`src/rtl/branch_flush_ctrl.sv`:
```
// Branch resolution / pipeline flush controller for the EX stage.
// Holds the front end while a branch operand is pending, redirects fetch to
// a latched target on a taken branch, and pulses the link-register write.
// Optional feature macro: BRANCH_STATS_EN adds resolved/taken branch counters
// with a synchronous clear input.
module branch_flush_ctrl (
  input  logic        iCLK,
  input  logic        iRST,
  input  logic        iBranchValid,
  input  logic        iBranch,
  input  logic        iLink,
  input  logic [31:0] iTarget,
  input  logic [31:0] iPCPlus4,
  input  logic        iOperandBusy,
  input  logic        iFetchReady,
`ifdef BRANCH_STATS_EN
  input  logic        iStatsClr,
  output logic [31:0] oBranchCount,
  output logic [31:0] oTakenCount,
`endif
  output logic        oStall,
  output logic        oFlushIFID,
  output logic        oFlushIDEX,
  output logic        oPCSel,
  output logic [31:0] oPCTarget,
  output logic        oLinkWrite,
  output logic [31:0] oLinkData,
  output logic [1:0]  oState
);

  localparam int unsigned AW = 32;

  typedef enum logic [1:0] {
    IDLE     = 2'd0,
    HOLD     = 2'd1,
    REDIRECT = 2'd2,
    ILLEGAL  = 2'd3
  } state_e;

  state_e        state_q, state_d;
  logic [AW-1:0] target_q, target_d;
  logic          resolve_c;

  // State and latched redirect target.
  always_ff @(posedge iCLK or negedge iRST) begin
    if (!iRST) begin
      state_q  <= IDLE;
      target_q <= '0;
    end else begin
      state_q  <= state_d;
      target_q <= target_d;
    end
  end

  // Next state and outputs; outputs respond in the same cycle and are forced
  // low while reset is held.
  always_comb begin
    state_d    = state_q;
    target_d   = target_q;
    resolve_c  = 1'b0;
    oStall     = 1'b0;
    oFlushIFID = 1'b0;
    oFlushIDEX = 1'b0;
    oPCSel     = 1'b0;
    oPCTarget  = '0;
    oLinkWrite = 1'b0;
    oLinkData  = '0;

    case (state_q)
      IDLE: begin
        if (iBranchValid) begin
          if (iOperandBusy) begin
            oStall  = 1'b1;
            state_d = HOLD;
          end else begin
            resolve_c = 1'b1;
          end
        end
      end
      HOLD: begin
        oStall = 1'b1;
        if (!iBranchValid) begin
          state_d = IDLE;
        end else if (!iOperandBusy) begin
          resolve_c = 1'b1;
        end
      end
      REDIRECT: begin
        // Anything in EX now is wrong-path, so iBranchValid is not looked at.
        oPCSel     = 1'b1;
        oPCTarget  = target_q;
        oFlushIFID = 1'b1;
        oFlushIDEX = 1'b1;
        if (iFetchReady) begin
          state_d = IDLE;
        end else begin
          oStall = 1'b1;
        end
      end
      default: begin
        state_d = IDLE;
      end
    endcase

    if (resolve_c) begin
      if (iLink) begin
        oLinkWrite = 1'b1;
        oLinkData  = iPCPlus4;
      end
      if (iBranch) begin
        target_d = iTarget;
        state_d  = REDIRECT;
      end else begin
        state_d = IDLE;
      end
    end

    if (!iRST) begin
      oStall     = 1'b0;
      oFlushIFID = 1'b0;
      oFlushIDEX = 1'b0;
      oPCSel     = 1'b0;
      oPCTarget  = '0;
      oLinkWrite = 1'b0;
      oLinkData  = '0;
    end
  end

  assign oState = 2'(state_q);

`ifdef BRANCH_STATS_EN
  logic [AW-1:0] branch_cnt_q, taken_cnt_q;

  // Resolved / taken counters; clear has priority over a same-cycle count.
  always_ff @(posedge iCLK or negedge iRST) begin
    if (!iRST) begin
      branch_cnt_q <= '0;
      taken_cnt_q  <= '0;
    end else if (iStatsClr) begin
      branch_cnt_q <= '0;
      taken_cnt_q  <= '0;
    end else begin
      if (resolve_c) begin
        branch_cnt_q <= branch_cnt_q + AW'(1);
      end
      if (resolve_c && iBranch) begin
        taken_cnt_q <= taken_cnt_q + AW'(1);
      end
    end
  end

  assign oBranchCount = branch_cnt_q;
  assign oTakenCount  = taken_cnt_q;
`endif

endmodule
```
`config.mk`:
```
export PLATFORM = sky130hd
export DESIGN_NAME = branch_flush_ctrl
export DESIGN_NICKNAME = d
export VERILOG_FILES = /design/src/rtl/branch_flush_ctrl.sv
export SDC_FILE = /design/constraint.sdc
export NUM_CORES = 1
export LEC_CHECK = 0
export ABC_CLOCK_PERIOD_IN_PS = 1540
export CAP_MARGIN = 25
export CORE_MARGIN = 2
export CORE_UTILIZATION = 35
export DETAILED_ROUTE_END_ITERATION = 8
export GPL_TIMING_DRIVEN = 0
export HOLD_SLACK_MARGIN = 0.12
export PLACE_DENSITY = 0.8
export SETUP_SLACK_MARGIN = 0.3
export SYNTH_ARGS = -nofsm -noshare
export SYNTH_HDL_FRONTEND = slang
export SYNTH_SLANG_ARGS = --single-unit
```
`constraint.sdc`:
```
create_clock -name iCLK -period 1.54 [get_ports iCLK]
set_input_delay 0.154 -clock iCLK [delete_from_list [all_inputs] [get_ports iCLK]]
set_output_delay 0.154 -clock iCLK [all_outputs]
set_load 0.01 [all_outputs]
```
==> results.toml, run 1 <==
[run_status]
status = "finished, violations left"
violations = "negative hold slack, negative setup slack"

[synth]
synth_area_um2 = 2014
yosys_warnings = 0
post_synth_num_cell_types = 21
syn_nets = 262
ys_ff_latch = 34
synth_cells = 191
syn_avg_cell_area_um2 = 10.55
yosysSeqAreaShare_pct = 42.24

[power]
p_leak_nw = 2.213
p_switching_mw = 0.8185
intPower_mw = 2.410
switching_share_pct = 25.35
seq_power_share_pct = 37.4
pwr-share-comb_pct = 31.2
ir_drop_mv = 0.7175
powerDensity_nw_per_um2 = 717.0
p_clk_share_pct = 31.4

[cts]
h-tree-depth = 2
cts.sinks = 34
cts_buffer_depth = 2
numCtsBuffers = 5
cts_tree = "built"
clkTransAtPathRegs_ns = 0.08
root_buffer = "clkbuf_8"
clock_latency_ns = 0.29

[floorplan]
die_area_um2 = 6378
rows = 27
die_h_um = 79.87
io_pins = 142
die_w_um = 79.87
initial_core_util_pct = 36.36
core_area_um2 = 5540

[sta]
finalHoldViolations = 34
fin_ws_ns = -0.1969
min_period_ns = 1.737
drv_slew = 0
max_freq_mhz = 575.7
tns_ns = -12.03
fin_crit_sh_pct = 112.8
timing.slew.headroom_pct = 64.31
rsz0062_at_grt = "yes"
worst_slew_pin_slew_ns = 0.5353
final-setup-viol-count = 100
finalClockSkew_ns = 0.005416
finalHoldWorstSlack_ns = -0.1721

[placement]
portBuffers = 141
post-place-ws_ns = -0.9120
dp.final_hpwl_mm = 4.556
routabilityCongestion = 0.7164
place_inst = 404

[global_route]
gr-usage-all-layers_pct = 21.54
grt_max_degree = 40
grt_pass1_wl_mm = 10.56
antenna_found_initial = 0
grt_overflow = 0
first_global_vias = 2079

[layout]
final_nets = 439
instances_no_fill = 441
regArea_um2 = 850.8
multiInputGateArea_um2 = 1354
diodes = 0
nFillCells = 324
layout-drive-gt1-share_pct = 59.35
syn_to_final_growth_pct = 123.5
final_util_pct = 81.28

[critical_path]
r2r-end = "target_q[25]$_DFFE_PN0P_"
arrival_ns = 1.58
cp.required_ns = 1.39
reg2reg_depth = 6
worstSetupEndpointType = "primary output"
critical_path_class = "reg -> out"
rrSetupSlack_ns = -0.13
startpoint_type = "flip-flop"
path_max_fanout = 5
reg2reg_from = "oState[1]$_DFFE_PN0P_"

[route]
drtIter0Drc = 57
dr_total_vias = 2017
drtPass1Iterations = 2
vias_per_cell = 4.574
post-route-drc-count = 0
wire_per_inst_um = 15.82
ant_nets = 0
drt-total-wl_mm = 6.976

[worst_hold_path]
hold_path.class = "in -> async"

[job]
maxCapViolations = 0
-- worst max-delay path: stages, from the launching register on --
cell and delay (ns):
dfrtp_1 0.43, and3b_2 0.27, buf_6 0.14, buf_6 0.11
buf_8 0.11, and2_4 0.13, buf_6 0.11
-- metal layers --
layer	global-route usage, %	wire (um)
met5	0	0
met4	5.085	70
met3	6.109	548
met2	39.08	3657
met1	25.05	2700
-- synthesized netlist by cell type, drive strengths merged --
cell type | n | share of area (%)
o21bai | 1 | 0.37
clkbuf | 7 | 1.3
and2 | 32 | 9.9
mux2 | 32 | 23
a21oi | 1 | 0.25
inv | 34 | 6.3
and3b | 1 | 0.43
nor2 | 2 | 0.37
nand2 | 1 | 0.19
nor3 | 32 | 8.0
o32ai | 1 | 0.43
and4bb | 1 | 0.62
nand2b | 1 | 0.31
nand4bb | 1 | 0.56
buf | 9 | 5.0
or2b | 1 | 0.37
dfrtp | 34 | 42
-- metrics by stage --
stage	power, mW	cell area, um^2
2_1_floorplan	1.673	2385
3_3_place_gp	2.026	3886
3_5_place_dp	2.048	3881
4_1_cts	3.152	4263
6_report	3.229	4503
5_1_grt	3.357	4503
-- sequential cells by signal, summed over array words and instances (netlist names) --
signal / flops
target_q: 32
oState: 2
-- final cells by class --
class	count	area share, %
repair buffers	169	37.84
multi-input cells	108	30.06
flip-flops and latches	34	18.89
plain buffers	16	5.307
inverters	34	2.834
well taps	72	2.001
clock buffers	5	1.528
clock inverters	3	1.528
-- logic make-up (layout without fill, tap and decap cells) --
| group | after synthesis | after routing | share of synthesized area (%) |
|---|---|---|---|
| AO/OA/AOI/OAI | 3 | 3 | 1.056 |
| buffers and inverters | 50 | 227 | 12.67 |
| flip-flops | 34 | 34 | 42.24 |
| multiplexers | 32 | 32 | 23.29 |
| AND/OR/NAND/NOR | 72 | 73 | 20.75 |
-- what timing repair did --
item | 4_1_cts | 5_1_grt
endpoints found under the setup margin | 103 | 104
pin swaps | 21 | 8
hold endpoints to repair | 34 | 34
buffers inserted | 17 | 2
resized for setup | 347 | 47
gates cloned | 9 | 1
-- power groups by stage --
stage	clock, mW	combinational (mW)	sequential (mW)
floorplan	0	0.503	1.17
global placement	0	0.828	1.20
detailed placement	0	0.851	1.20
CTS	1.01	0.948	1.20
global route	1.06	1.07	1.23
finish	1.01	1.01	1.21
-- worst max-delay path by stage --
| stage | from | end | slack [ns] | depth (start not counted) |
|---|---|---|---|---|
| final | oState[1]$_DFFE_PN0P_ | oPCTarget[15] | -0.20 | 6 |
| after global routing | oState[1]$_DFFE_PN0P_ | oPCTarget[20] | -0.25 | 6 |
| after CTS | oState[1]$_DFFE_PN0P_ | oLinkData[17] | -0.19 | 5 |
| after detailed placement | iRST | oPCTarget[3] | -0.91 | 5 |
| after global placement | iRST | oPCTarget[18] | -1.93 | 5 |
| after floorplan | oState[1]$_DFFE_PN0P_ | target_q[10]$_DFFE_PN0P_ | 0.14 | 4 |
-- placed cells by master, fill, tap and decap left out, types with 2 or more instances in the layout --
cell / n
and2_4: 26
clkbuf_8: 7
mux2_2: 3
bufinv_16: 2
nor2_1: 2
buf_12: 10
buf_8: 4
mux2_4: 29
buf_16: 6
nor3_2: 3
and3b_2: 2
clkdlybuf4s50_1: 69
buf_2: 39
buf_6: 46
inv_1: 34
and2_1: 6
dfrtp_1: 34
buf_4: 6
nor3_4: 29
Note: power is estimated with default switching activity, not from simulation.
==> run 2, diff against run 1 <==
TNS_END_PERCENT = 20   (was not set)
==> run 2 against run 1 <==
  * The run still ends with negative hold slack, negative setup slack left
  * Worst setup slack improved by 0.055 ns
  * Flip-flop and latch count did not move
  * Largest power group unchanged
  * Count of clock-buffer cells in the layout rose by 2
  * Sequential power barely moved
  * First-iteration DRC count fell by 11%
  * Register-to-register slack improved by 0.21 ns
  * Die area did not move
  * Utilization fell by 9.0 points
==> results.toml, run 2 (synthesis gave the netlist of run 1 again) <==
[run_status]
status = "finished, violations left"
violations = "negative hold slack, negative setup slack"

[route]
dr_total_vias = 1961
drt-total-wl_mm = 6.344
drtPass1Iterations = 4
drtIter0Drc = 51
wire_per_inst_um = 14.79
ant_nets = 0
vias_per_cell = 4.571
post-route-drc-count = 0

[floorplan]
rows = 27
core_area_um2 = 5540
die_h_um = 79.87
die_w_um = 79.87
die_area_um2 = 6378
initial_core_util_pct = 36.36
io_pins = 142

[layout]
layout-drive-gt1-share_pct = 56.02
multiInputGateArea_um2 = 1204
top_register = "target_q"
regArea_um2 = 852.1
nFillCells = 429
diodes = 0
final_cell_mix = "69 x clkdlybuf4s50_1, 43 x buf_2, 37 x buf_6"
largest_reg_flops = 32
final_nets = 427
syn_to_final_growth_pct = 98.70
final_common_cell = "clkdlybuf4s50_1"

[global_route]
grt_overflow = 0
antenna_found_initial = 0
first_global_vias = 2007
grt_max_degree = 40
gr-usage-all-layers_pct = 19.49
grt_pass1_wl_mm = 9.666

[power]
switching_share_pct = 25.49
p_clk_share_pct = 23.9
ir_drop_mv = 0.3282
seq_power_share_pct = 43.4
p_switching_mw = 0.7065
p_leak_nw = 2.012
intPower_mw = 2.065
powerDensity_nw_per_um2 = 692.4
pwr-share-comb_pct = 32.6

[critical_path]
rrSetupSlack_ns = 0.08
critical_path_class = "reg -> out"
worstSetupEndpointType = "primary output"
startpoint_type = "flip-flop"
arrival_ns = 1.53
path_max_fanout = 10
cp.required_ns = 1.39

[sta]
finalClockSkew_ns = 0.003404
final-setup-viol-count = 64
finalHoldWorstSlack_ns = -0.1606
max_freq_mhz = 594.7
finalHoldViolations = 34
timing.slew.headroom_pct = 67.36
fin_crit_sh_pct = 109.2
fin_ws_ns = -0.1416
rsz0062_at_grt = "yes"
min_period_ns = 1.682
drv_slew = 0
worst_slew_pin_slew_ns = 0.4896

[placement]
routabilityCongestion = 0.7353
portBuffers = 141
post-place-ws_ns = -0.9630
dp.final_hpwl_mm = 4.369

[cts]
h-tree-depth = 2
cts.sinks = 34
numCtsBuffers = 5
cts_buffer_depth = 2
clock_latency_ns = 0.28
cts_tree = "built"
clkTransAtPathRegs_ns = 0.07
root_buffer = "clkbuf_8"

[job]
maxCapViolations = 0

[worst_hold_path]
hold_path.class = "in -> async"
run 2: changes by cell type in the layout (fill, tap and decap cells not counted), sizes merged:
| cell | before | now |
|---|---|---|
| buf | 111 | 98 |
| clkdlybuf4s15 | 1 | 0 |
| bufinv | 2 | 0 |
| clkbuf | 9 | 13 |
run 2: worst max-delay path: stages, from the launching register on:
cell and delay, ns:
dfrtp_2 0.44, nand4bb_4 0.21, buf_8 0.16, buf_12 0.14
nor3_1 0.13, buf_2 0.16
run 2: repair_timing:
item / CTS / global route
gates resized for setup: 379 / 51
pin swaps: 27 / 4
cloned: 4 / 1
endpoints found under the setup margin: 103 / 104
setup buffers: 9 / 3
endpoints found under the hold margin: 34 / 34
run 2: power by group through the flow:
stage	clock, mW	sequential [mW]	combinational [mW]
2_1_floorplan	0	1.17	0.425
3_3_place_gp	0	1.19	0.761
3_5_place_dp	0	1.20	0.772
4_1_cts	0.685	1.20	0.845
5_1_grt	0.726	1.23	0.964
6_report	0.663	1.20	0.905
run 2: through the flow:
stage | instances | util [%] | setup TNS, ns | cell area (um^2) | power [mW]
final | 429 | 72.24 | -6.128 | 4003 | 2.771
after global placement | 404 | 63.46 | -144.39 | 3516 | 1.950
after global routing | 429 | 72.24 | -9.770 | 4003 | 2.920
after floorplan | 191 | - | 0 | 2014 | 1.595
after CTS | 425 | 67.55 | -8.478 | 3742 | 2.725
after detailed placement | 404 | 63.37 | -58.49 | 3511 | 1.972
run 2: metal layers:
metal | GRT usage (%) | wire length, um
met5 | 0 | 0
met4 | 5.085 | 60
met3 | 4.186 | 509
met2 | 36.89 | 3378
met1 | 21.94 | 2396
run 2: layout make-up:
cell class,count,area share (%)
Clock inverter,1,0.1250
Timing Repair Buffer,157,35.23
Buffer,16,5.689
Multi-Input combinational cell,108,30.07
Tap cell,72,2.251
Sequential cell,34,21.29
Inverter,34,3.188
Clock buffer,7,2.157
run 2: worst paths after layout:
path	startpoint	endpoint	depth (start not counted)
max in group asynchronous	iRST	oState[1]$_DFFE_PN0P_	1
setup / recovery	oState[1]$_DFFE_PN0P_	oLinkData[17]	5
min in group iCLK	iOperandBusy	oState[0]$_DFFE_PN0P_	3
hold reg to reg	oState[1]$_DFFE_PN0P_	oState[0]$_DFFE_PN0P_	1
hold / removal	iRST	target_q[18]$_DFFE_PN0P_	1
setup reg to reg	oState[1]$_DFFE_PN0P_	target_q[27]$_DFFE_PN0P_	4
==> run 3, diff against run 2 <==
--- a/config.mk
+++ b/config.mk
@@ -6,5 +6,5 @@
 export NUM_CORES = 1
 export LEC_CHECK = 0
-export ABC_CLOCK_PERIOD_IN_PS = 1540
+export ABC_CLOCK_PERIOD_IN_PS = 1660
 export CAP_MARGIN = 25
 export CORE_MARGIN = 2
==> constraint.sdc (replaced) <==
create_clock -name iCLK -period 1.66 [get_ports iCLK]
set_input_delay 0.249 -clock iCLK [delete_from_list [all_inputs] [get_ports iCLK]]
set_output_delay 0.249 -clock iCLK [all_outputs]
set_load 0.01 [all_outputs]
==> run 3 against run 2 <==
  * Worst setup slack got worse by 0.043 ns
  * Sequential power decreased by 7%
  * Die area unchanged
  * The flow still finishes with violations (negative hold slack, negative setup slack)
  * Critical path type unchanged
==> results.toml, run 3 (synthesis gave the netlist of run 1 again) <==
[run_status]
status = "finished, violations left"
violations = "negative hold slack, negative setup slack"

[layout]
nFillCells = 414
syn_to_final_growth_pct = 94.16
final_common_cell = "clkdlybuf4s50_1"
largest_reg_flops = 32
final_cell_mix = "67 x clkdlybuf4s50_1, 50 x buf_2, 34 x inv_1, 34 x dfrtp_1"
final_nets = 429
layout-drive-gt1-share_pct = 52.92
instances_no_fill = 431
top_register = "target_q"
diodes = 0

[global_route]
gr-usage-all-layers_pct = 17.68
grt_pass1_wl_mm = 8.742
grt_max_degree = 39
antenna_found_initial = 0
grt_overflow = 0
first_global_vias = 1850

[critical_path]
cp.required_ns = 1.41
critical_path_class = "reg -> out"
worstSetupEndpointType = "primary output"
path_max_fanout = 6
startpoint_type = "flip-flop"
arrival_ns = 1.60

[sta]
max_freq_mhz = 542.0
rsz0062_at_grt = "yes"
worst_slew_pin_slew_ns = 0.3304
final-setup-viol-count = 63
finalHoldViolations = 34
fin_ws_ns = -0.1850
fin_crit_sh_pct = 111.1
timing.slew.headroom_pct = 77.97
min_period_ns = 1.845
finalHoldWorstSlack_ns = -0.1477
finalClockSkew_ns = 0.002217
drv_slew = 0

[floorplan]
die_h_um = 79.87
die_area_um2 = 6378
rows = 27
core_area_um2 = 5540
initial_core_util_pct = 36.36
die_w_um = 79.87
io_pins = 142

[cts]
cts_tree = "built"
root_buffer = "clkbuf_8"
clock_latency_ns = 0.28
numCtsBuffers = 5
cts_buffer_depth = 2
clkTransAtPathRegs_ns = 0.07
cts.sinks = 34
h-tree-depth = 2

[power]
ir_drop_mv = 0.3533
switching_share_pct = 24.81
p_total_mw = 2.522
seq_power_share_pct = 43.8
powerDensity_nw_per_um2 = 644.8
p_clk_share_pct = 24.4
intPower_mw = 1.896
p_leak_nw = 1.981
pwr-share-comb_pct = 31.8
p_switching_mw = 0.6258

[placement]
post-place-ws_ns = -0.9663
place_inst = 404
dp.final_hpwl_mm = 4.091
routabilityCongestion = 0.7448
portBuffers = 141

[route]
vias_per_cell = 4.494
wire_per_inst_um = 13.39
drt-total-wl_mm = 5.770
post-route-drc-count = 0
dr_total_vias = 1937
ant_nets = 0
drtIter0Drc = 33
drtPass1Iterations = 3

[job]
maxCapViolations = 0

[worst_hold_path]
hold_path.class = "in -> async"
==> run 3: cell types whose count changed in the layout (fill, tap and decap cells not counted), sizes merged <==
cell,change
clkbuf,-3
clkdlybuf4s50,-2
dlygate4sd2,+2
and3b,-1
clkdlybuf4s15,+4
buf,+2
==> run 3: area by class of cell <==
class	instances	area, um^2	area share, %
Inverter	34	127.6	3.263
Multi-Input combinational cell	107	1124	28.73
Clock inverter	1	5.005	0.1280
Sequential cell	34	850.8	21.75
Tap cell	72	90.09	2.303
Clock buffer	7	86.33	2.207
Timing Repair Buffer	160	1423	36.37
Buffer	16	205.2	5.246
==> run 3: layer usage <==
metal | up-vias | wire (um) | GRT usage [%]
met5 | - | 0 | 0
met4 | 0 | 144 | 6.271
met3 | 10 | 489 | 5.090
met2 | 99 | 2834 | 30.42
met1 | 888 | 2301 | 21.00
li1 | 940 | - | -
==> run 3: final timing paths <==
check	from	end	slack (ns)	cells past startpoint
max in group asynchronous	iRST	oState[0]$_DFFE_PN0P_	1.55	1
hold / removal	iRST	target_q[10]$_DFFE_PN0P_	-0.15	1
setup reg to reg	oState[1]$_DFFE_PN0P_	target_q[17]$_DFFE_PN0P_	0.11	5
min in group iCLK	iOperandBusy	oState[0]$_DFFE_PN0P_	0.36	3
setup / recovery	oState[1]$_DFFE_PN0P_	oPCTarget[13]	-0.18	6
hold reg to reg	target_q[8]$_DFFE_PN0P_	target_q[8]$_DFFE_PN0P_	0.50	1
==> run 3: timing repair <==
action / in CTS / in global routing
resized for setup: 335 / 71
setup buffers: 14 / 1
pin swaps: 25 / 5
hold endpoints to repair: 34 / 34
cloned: 3 / 1
setup endpoints to repair: 100 / 103
==> run 3: per-stage QoR <==
stage                     util, %  setup TNS (ns)  instance area [um^2]
final                       70.60          -4.851                  3911
after global placement      63.48         -145.15                  3517
after global routing        70.60          -9.561                  3911
after detailed placement    63.39          -59.04                  3512
after CTS                   65.38          -6.581                  3622
after floorplan                 -               0                  2016
==> run 3: power by group through the flow <==
stage | sequential, mW | combinational (mW) | clock (mW)
4_1_cts | 1.10 | 0.751 | 0.634
5_1_grt | 1.13 | 0.862 | 0.672
2_1_floorplan | 1.09 | 0.395 | 0
6_report | 1.11 | 0.802 | 0.615
3_3_place_gp | 1.10 | 0.707 | 0
3_5_place_dp | 1.11 | 0.713 | 0
==> run 3: worst max-delay path: stages (launching register included) <==
cell	delay, ns
dfrtp_1	0.41
and3b_2	0.29
buf_12	0.16
buf_8	0.11
buf_6	0.11
and2_4	0.13
buf_6	0.11
